===== src/rtl/ws2812_frame_transmitter.sv =====
// WS2812 frame sequencer: resets the LED selector, fetches each GRB word and serialises it,
// then holds the line low to latch. Optional LED_AUTO_REFRESH_EN makes frames repeat forever.
module ws2812_frame_transmitter #(
    parameter int T0H_CYCLES   = 4,
    parameter int T1H_CYCLES   = 8,
    parameter int BIT_CYCLES   = 15,
    parameter int FETCH_CYCLES = 2,
    parameter int RESET_CYCLES = 3600
) (
    input  logic        clock,
    input  logic        reset,
    input  logic        start,
    input  logic [23:0] led_data,
    input  logic        led_done,
    output logic        led_clock,
    output logic        led_counter_enabled,
    output logic        led_counter_reset,
    output logic        data_out,
    output logic        busy,
    output logic        frame_done
);

    localparam int CNT_W = 12;

    // Counter loads are "duration - 1"; a state ends on the cycle the counter reads zero.
    localparam logic [CNT_W-1:0] FETCH_LOAD = CNT_W'(FETCH_CYCLES - 1);
    localparam logic [CNT_W-1:0] LATCH_LOAD = CNT_W'(RESET_CYCLES - 1);
    localparam logic [CNT_W-1:0] T0H_LOAD   = CNT_W'(T0H_CYCLES - 1);
    localparam logic [CNT_W-1:0] T1H_LOAD   = CNT_W'(T1H_CYCLES - 1);
    localparam logic [CNT_W-1:0] T0L_LOAD   = CNT_W'(BIT_CYCLES - T0H_CYCLES - 1);
    localparam logic [CNT_W-1:0] T1L_LOAD   = CNT_W'(BIT_CYCLES - T1H_CYCLES - 1);

    typedef enum logic [2:0] {
        ST_IDLE,
        ST_RESET_SEL,
        ST_FETCH,
        ST_HIGH,
        ST_LOW,
        ST_ADVANCE,
        ST_LATCH
    } state_t;

    state_t            state_q, state_d;
    logic [CNT_W-1:0]  cnt_q, cnt_d;
    logic [23:0]       shift_q, shift_d;
    logic [4:0]        bit_index_q, bit_index_d;
    logic              frame_done_d;

    always_comb begin
        state_d      = state_q;
        cnt_d        = (cnt_q != '0) ? cnt_q - CNT_W'(1) : '0;
        shift_d      = shift_q;
        bit_index_d  = bit_index_q;
        frame_done_d = 1'b0;

        case (state_q)
            ST_IDLE: begin
                if (start) begin
                    state_d = ST_RESET_SEL;
                    cnt_d   = '0;
                end
            end
            ST_RESET_SEL: begin
                state_d = ST_FETCH;
                cnt_d   = FETCH_LOAD;
            end
            ST_FETCH: begin
                if (cnt_q == '0) begin
                    if (led_done) begin
                        state_d = ST_LATCH;
                        cnt_d   = LATCH_LOAD;
                    end else begin
                        state_d     = ST_HIGH;
                        shift_d     = led_data;
                        bit_index_d = 5'd23;
                        cnt_d       = led_data[23] ? T1H_LOAD : T0H_LOAD;
                    end
                end
            end
            ST_HIGH: begin
                if (cnt_q == '0) begin
                    state_d = ST_LOW;
                    cnt_d   = shift_q[23] ? T1L_LOAD : T0L_LOAD;
                end
            end
            ST_LOW: begin
                if (cnt_q == '0) begin
                    if (bit_index_q != 5'd0) begin
                        // Next bit is shift_q[22]; it becomes the MSB after the shift.
                        state_d     = ST_HIGH;
                        shift_d     = {shift_q[22:0], 1'b0};
                        bit_index_d = bit_index_q - 5'd1;
                        cnt_d       = shift_q[22] ? T1H_LOAD : T0H_LOAD;
                    end else begin
                        state_d = ST_ADVANCE;
                        cnt_d   = '0;
                    end
                end
            end
            ST_ADVANCE: begin
                state_d = ST_FETCH;
                cnt_d   = FETCH_LOAD;
            end
            ST_LATCH: begin
                if (cnt_q == '0) begin
                    frame_done_d = 1'b1;
`ifdef LED_AUTO_REFRESH_EN
                    state_d = ST_RESET_SEL;
`else
                    state_d = ST_IDLE;
`endif
                    cnt_d = '0;
                end
            end
            default: begin
                state_d = ST_IDLE;
                cnt_d   = '0;
            end
        endcase
    end

    // Outputs are decoded from the next state so they line up with the registered state.
    always_ff @(posedge clock) begin
        if (reset) begin
            state_q             <= ST_IDLE;
            cnt_q               <= '0;
            shift_q             <= '0;
            bit_index_q         <= '0;
            led_clock           <= 1'b0;
            led_counter_enabled <= 1'b0;
            led_counter_reset   <= 1'b0;
            data_out            <= 1'b0;
            busy                <= 1'b0;
            frame_done          <= 1'b0;
        end else begin
            state_q             <= state_d;
            cnt_q               <= cnt_d;
            shift_q             <= shift_d;
            bit_index_q         <= bit_index_d;
            led_clock           <= (state_d == ST_ADVANCE);
            led_counter_enabled <= (state_d != ST_IDLE);
            led_counter_reset   <= (state_d == ST_RESET_SEL);
            data_out            <= (state_d == ST_HIGH);
            busy                <= (state_d != ST_IDLE);
            frame_done          <= frame_done_d;
        end
    end

endmodule


===== config.mk =====
export PLATFORM = sky130hd
export DESIGN_NAME = ws2812_frame_transmitter
export DESIGN_NICKNAME = d
export VERILOG_FILES = /design/src/rtl/ws2812_frame_transmitter.sv
export SDC_FILE = /design/constraint.sdc
export NUM_CORES = 1
export LEC_CHECK = 0
export CORE_MARGIN = 2
export CORE_UTILIZATION = 45
export CTS_BUF_LIST = sky130_fd_sc_hd__clkbuf_8
export CTS_CLUSTER_SIZE = 25
export DETAILED_ROUTE_END_ITERATION = 10
export DONT_BUFFER_PORTS = 1
export HOLD_SLACK_MARGIN = 0.15
export PLACE_DENSITY = 0.59
export SYNTH_ARGS = -nofsm -noshare
export SYNTH_HDL_FRONTEND = slang
export SYNTH_SLANG_ARGS = --single-unit

===== constraint.sdc =====
create_clock -name clock -period 6.6 [get_ports clock]
set_input_delay 0.99 -clock clock [delete_from_list [all_inputs] [get_ports clock]]
set_output_delay 0.99 -clock clock [all_outputs]
set_load 0.01 [all_outputs]

==> results.md, run 1 <==
- Outcome: complete, no violations
- R2R Path Start: cnt_q[0]
- Comb pwr share: 0.526
- Number of global-route vias before repair: 2111
- Max VDD drop: 0.000222 V
- RSZ-0062 raised after global routing: no
- N_diodes: 0
- Slew @ Worst Pin: 1180 ps
- Die Height: 78.3 µm
- Drt wl/cell: 17.6 µm
- Post-CTS setup buffer count: 0
- Total gr overflow: 0
- Worst Path Arrival: 3140 ps
- P&R area growth vs syn: 4.63%
- Max-slew violation count: 0
- Nets@finish: 305
- Initial Utilization: 0.460
- Vias: 2198
- First-pass GRT wire length: 10300 µm
- Total GRT Usage: 0.205
- Max-capacitance violation count: 0
- Reg power frac: 0.338
- Post-Syn Nets: 317
- Post-route minimum period: 2910 ps
- Num CTS Buffers: 5
- Commonest non-fill, non-tap cell in the layout: dfxtp_1
- Placed cells: 339
- Fraction of layout instances using a drive strength above 1: 0.0836
- Sequential fraction of the synthesis area: 0.395
- Chip width: 78.3 µm
- CTS max path bufs: 2
- Switch share: 0.488
- DP HPWL: 4000 µm
- Total detailed-routing wirelength: 6090 µm
- Power Dens Cells: 492 mW/mm²
- Routability congestion estimate from global placement: 0.836
- Worst slack, placed: 3710 ps
- Reg2Reg Depth: 6
- Yosys warnings: 0
- Post-synthesis instance total: 286
- Final antenna-violating net count: 0
- # clock sinks: 49
- Crit. End Element: flip-flop
- # setup viols final: 0
- Slew Limit Headroom: 0.208
- PortBufs: 0
- Non-Filler Instances: 347
- Hold Path Class: reg2reg
- Crit path launch: cnt_q[0]
- Critical path peak fanout: 30
- Fmax: 343 MHz
- Fillcell total: 537
- Core ar.: 0.00541 mm²
- Hold Slack: 476 ps
- Capturing point of the worst reg2reg path: led_clock
- H-tree depth: 2
- Worst R2R Setup Slack: 3690 ps
- Setup TNS: 0 ps
- Vias/cell: 6.33
- Syn Std Cell Area: 0.00248 mm²
- Final hold violation count: 0
- Total die area: 0.00613 mm²
- CP required: 6830 ps
- Worst setup slack after layout: 3690 ps
- Internal power: 0.000656 W
- Post_cts resized: 0
- Net Switching: 0.000624 W
- Clk root buf: clkbuf_8
- IO Pins: 34
- Syn avg cell area: 8.69 µm²
- Leak pwr: 0.804 nW
- Final Util: 0.481
- Worst-path clk slew: 90 ps
- Clock Power Share: 0.136
- Commonest cells after routing, fill and taps aside: dfxtp_1 (49), a21oi_1 (34), a32oi_1 (23)
- CTS tree: done
- Pre-Repair DR Iteration Count: 4
- Post-route clock skew: 8.15 ps
- Yosys cell types: 49
- Setup crit end: led_clock
- Kind of critical path: reg2reg
- Hold buffers post-CTS: 0
- Rows: 27
- Period Utilization, post-route: 0.441
- Yosys reg bits: 49
- Pin count of the biggest net entering global routing: 39
- DRC viols: 0
- Starting DRT DRC Count: 165
- Clock Latency Late Sink: 300 ps
- Antenna violations before repair: 0
- Startpoint types: flip-flop
worst min-delay path by stage:
stage                             end         from  slack (ps)  cells after the start
after floorplan           shift_q[16]  shift_q[16]         450                      2
after global placement     shift_q[3]   shift_q[3]         460                      2
after detailed placement   shift_q[5]   shift_q[5]         460                      2
after CTS                  shift_q[5]   shift_q[5]         480                      2
after global routing      shift_q[15]  shift_q[15]         490                      2
final                      shift_q[4]   shift_q[4]         480                      2
per-stage QoR:
step / power, W / cell area (µm²)
2_1_floorplan: 0.000975 / 2480
3_3_place_gp: 0.00111 / 2510
3_5_place_dp: 0.00111 / 2510
4_1_cts: 0.00129 / 2600
5_1_grt: 0.00138 / 2600
6_report: 0.00128 / 2600
synth_stat cells, drive strengths merged:
master	count	area share
inv	7	0.011
dfxtp	49	0.39
nand4	5	0.013
a311oi	3	0.011
o2bb2ai	1	0.0035
xnor2	7	0.025
o21a	1	0.0030
a21o	3	0.0091
o211ai	1	0.0030
o22a	1	0.0035
o31a	3	0.011
a32oi	23	0.081
or4	3	0.011
nand2	10	0.015
or4b	3	0.012
nor2b	2	0.0050
a21oi	34	0.068
nor4b	3	0.016
a31oi	4	0.010
o31ai	2	0.0060
mux2i	2	0.0081
nor3b	1	0.0030
a211oi	1	0.0030
clkbuf	16	0.024
o21ai	32	0.064
nor3	10	0.022
a2bb2oi	1	0.0035
nor4	10	0.040
or2	3	0.0076
ha	3	0.015
o221a	1	0.0045
nor2	17	0.026
or3	1	0.0025
o2111ai	2	0.0071
nand2b	6	0.015
o22ai	1	0.0025
nand3	5	0.010
a221oi	3	0.018
buf	6	0.014
state kept, by name, summed over array words and instances, names as in the netlist:
register / cells
bit_index_q: 5
data_out: 1
state_q: 3
led_counter_reset: 1
cnt_q: 12
shift_q: 24
busy: 1
led_clock: 1
frame_done: 1
power by group through the flow:
stage                     clock (W)  sequential (W)  combinational, W
after floorplan                   0        0.000402          0.000573
after global placement            0        0.000437          0.000675
after detailed placement          0        0.000438          0.000674
after CTS                  0.000181        0.000431          0.000675
after global routing       0.000192        0.000442          0.000743
final                      0.000174        0.000432          0.000673
per-layer routing:
| layer | GRT usage | share of wire | vias to the layer above |
|---|---|---|---|
| met1 | 0.275 | 0.48 | 1065 |
| met4 | 0.0421 | 0.0071 | 0 |
| met5 | 0 | 0 | - |
| met2 | 0.334 | 0.47 | 48 |
| met3 | 0.0552 | 0.045 | 4 |
| li1 | - | - | 1081 |
logic make-up (layout without fill, tap and decap cells):
family,count (synthesis),after routing,synth area share
buffers and inverters,29,18,0.0488
DFF,49,49,0.395
xor gates and xnor gates,7,7,0.0247
adders and majority gates,3,3,0.0151
and+or+nand+nor,79,79,0.197
AOI/OAI and AO/OA,117,117,0.312
muxes,2,2,0.00806
worst max-delay path, stage by stage (launching register included):
cell and delay [ps]:
dfxtp_1 350, inv_1 60, ha_1 200, or4b_1 710, nor3_4 1020, a32oi_1 270, nor3_1 210
area by class of cell:
| cell class | instances | area (µm²) | share of cell area |
|---|---|---|---|
| clock buffer | 5 | 68.8 | 0.0265 |
| tap | 72 | 90.1 | 0.0346 |
| inverter | 7 | 26.3 | 0.0101 |
| sequential | 49 | 981 | 0.377 |
| multi-input combinational | 208 | 1390 | 0.536 |
| timing repair buffer | 3 | 22.5 | 0.00866 |
| clock inverter | 3 | 17.5 | 0.00674 |
No activity file was read; power rests on OpenSTA's default activity.
==> run 2, diff against run 1 <==
PLACE_DENSITY = 0.61   (was 0.59)
clock period = 2.5 ns   (was 6.6 ns; I/O delays follow)
==> run 2 against run 1 <==
  * Non-clock buffer count up 11
  * Sequential cell count did not move
  * Largest cell class unchanged
  * Final cell count grew 3.2%
  * Highest routed layer unchanged
==> results.md, run 2 (synthesized netlist as in run 1, its figures left out) <==
- DP HPWL: 4120 µm (was 4000 µm)
- Total GRT Usage: 0.215 (was 0.205)
- Area of the multi-input gates: 0.00139 mm² (unchanged)
- Post_cts resized: 0 (unchanged)
- RSZ-0062 raised after global routing: no (unchanged)
- FF/Latch Area: 981 µm² (unchanged)
- CTS max path bufs: 2 (unchanged)
- Commonest non-fill, non-tap cell in the layout: dfxtp_1 (unchanged)
- H-tree depth: 2 (unchanged)
- Vias/cell: 6.30 (was 6.33)
- Outcome: complete, no violations (unchanged)
- Hold Path Class: in2reg (was reg2reg)
- CTS tree: done (unchanged)
- Final hold violation count: 0 (unchanged)
- DRC viols: 0 (unchanged)
- Pin count of the biggest net entering global routing: 33 (was 39)
- Top reg by flops: shift_q (unchanged)
- Commonest cells after routing, fill and taps aside: dfxtp_1 (49), a21oi_1 (34), a32oi_1 (23) (unchanged)
- Clk root buf: clkbuf_8 (unchanged)
- Number of global-route vias before repair: 2232 (was 2111)
- Post-route clock skew: 5.27 ps (was 8.15 ps)
- CP required: 2690 ps (was 6830 ps)
- Initial Utilization: 0.460 (unchanged)
- Crit. End Element: flip-flop (unchanged)
- Reg2Reg Depth: 6 (unchanged)
- Chip width: 78.3 µm (unchanged)
- N_diodes: 0 (unchanged)
- Max-capacitance violation count: 0 (unchanged)
- Final antenna-violating net count: 0 (unchanged)
- Die Height: 78.3 µm (unchanged)
- # setup viols final: 0 (unchanged)
- Post-route minimum period: 2280 ps (was 2910 ps)
- Power Dens Cells: 1320 mW/mm² (was 492 mW/mm²)
- Max VDD drop: 0.000647 V (was 0.000222 V)
- First-pass GRT wire length: 10600 µm (was 10300 µm)
- Period Utilization, post-route: 0.913 (was 0.441)
- Setup TNS: 0 ps (unchanged)
- Num CTS Buffers: 5 (unchanged)
- Drt wl/cell: 17.5 µm (was 17.6 µm)
- Slowest stage cell, crit path: or4b_1 (was nor3_4)
- Antenna violations before repair: 0 (unchanged)
- Total detailed-routing wirelength: 6280 µm (was 6090 µm)
- Largest register FFs: 24 (unchanged)
- Biggest regs: shift_q x24, cnt_q x12, bit_index_q x5 (unchanged)
- # clock sinks: 49 (unchanged)
- Nets@finish: 316 (was 305)
- Area after DPL: 0.00261 mm² (was 0.00251 mm²)
- Max-slew violation count: 0 (unchanged)
- PortBufs: 0 (unchanged)
- Slew Limit Headroom: 0.581 (was 0.208)
- Total gr overflow: 0 (unchanged)
- Routability congestion estimate from global placement: 0.896 (was 0.836)
- Worst Path Arrival: 2470 ps (was 3140 ps)
- Vias: 2254 (was 2198)
- Crit path largest cell delay: 610 ps (was 1020 ps)
- Hold Slack: 175 ps (was 476 ps)
- P&R area growth vs syn: 9.42% (was 4.63%)
- Worst R2R Setup Slack: 220 ps (was 3690 ps)
- IO Pins: 34 (unchanged)
- Setup crit end: busy (was led_clock)
- Slew @ Worst Pin: 629 ps (was 1180 ps)
- Final instance area: 0.00272 mm² (was 0.00260 mm²)
- Crit path launch: cnt_q[0] (unchanged)
- Fmax: 438 MHz (was 343 MHz)
- Worst-path clk slew: 80 ps (was 90 ps)
- R2R Path Start: cnt_q[0] (unchanged)
- Pre-Repair DR Iteration Count: 4 (unchanged)
- Clock Latency Late Sink: 300 ps (about the same)
- Leak pwr: 0.870 nW (was 0.804 nW)
- Capturing point of the worst reg2reg path: busy (was led_clock)
- Rows: 27 (unchanged)
- Kind of critical path: reg2reg (unchanged)
- Critical path peak fanout: 5 (was 30)
- Total die area: 0.00613 mm² (unchanged)
- Startpoint types: flip-flop (unchanged)
- Fraction of layout instances using a drive strength above 1: 0.112 (was 0.0836)
- Fillcell total: 553 (was 537)
- Critical-path cell list: inv_1 -> ha_1 -> or4b_1 -> or4_4 -> a221oi_4 -> o2bb2ai_1 (was inv_1 -> ha_1 -> or4b_1 -> nor3_4 -> a32oi_1 -> nor3_1)
- Starting DRT DRC Count: 171 (was 165)
- Core ar.: 0.00541 mm² (unchanged)
## run 2: changes by cell type in the layout (fill, tap and decap cells not counted)
cell and change:
buf_4 +7, buf_12 +3, clkinvlp_4 -1, dlygate4sd3_1 +1
inv_1 +1
## run 2: how the worst min path moves through the flow
stage / depth (start not counted) / endpoint / from / slack, ps
after global placement: 1 / shift_q[7] / reset / 450
final: 1 / busy / reset / 180
after floorplan: 2 / shift_q[16] / shift_q[16] / 450
after detailed placement: 1 / shift_q[7] / reset / 450
after global routing: 1 / busy / reset / 170
after CTS: 1 / busy / reset / 170
## run 2: metrics by stage
stage	power (W)	worst slack (ps)	utilization	cells
4_1_cts	0.00361	219	0.503	358
5_1_grt	0.00388	71.5	0.503	358
3_3_place_gp	0.00314	272	0.482	348
2_1_floorplan	0.00257	365	-	286
3_5_place_dp	0.00314	237	0.482	348
6_report	0.00360	218	0.503	358
## run 2: layout make-up
cell class                 count  area share
sequential                    49       0.361
inverter                       7     0.00966
tap                           72      0.0331
timing repair buffer          14      0.0534
clock inverter                 3     0.00506
clock buffer                   5      0.0253
multi-input combinational    208       0.513
## run 2: repair_timing
item,4_1_cts,5_1_grt
buffers inserted,0,0
endpoints found under the hold margin,32,0
hold buffers,2,0
## run 2: critical path, delay by kind of cell, from the launching register on
| kind | cells | cell delay [ps] |
|---|---|---|
| simple gates | 2 | 1200 |
| buf+inv | 1 | 60 |
| fa+ha+maj | 1 | 210 |
| compound gates | 2 | 360 |
| flops | 1 | 340 |
## run 2: per-layer routing
layer,GRT usage,wire (µm)
met3,0.0506,317
met5,0,0
met1,0.282,2870
met2,0.352,3030
met4,0.0649,63
## run 2: power by group
group / switching [W] / internal, W / total [W]
sequential: 0.000210 / 0.000930 / 0.00114
combinational: 0.00122 / 0.000795 / 0.00202
clock: 0.000251 / 0.000190 / 0.000442
total: 0.00168 / 0.00192 / 0.00360
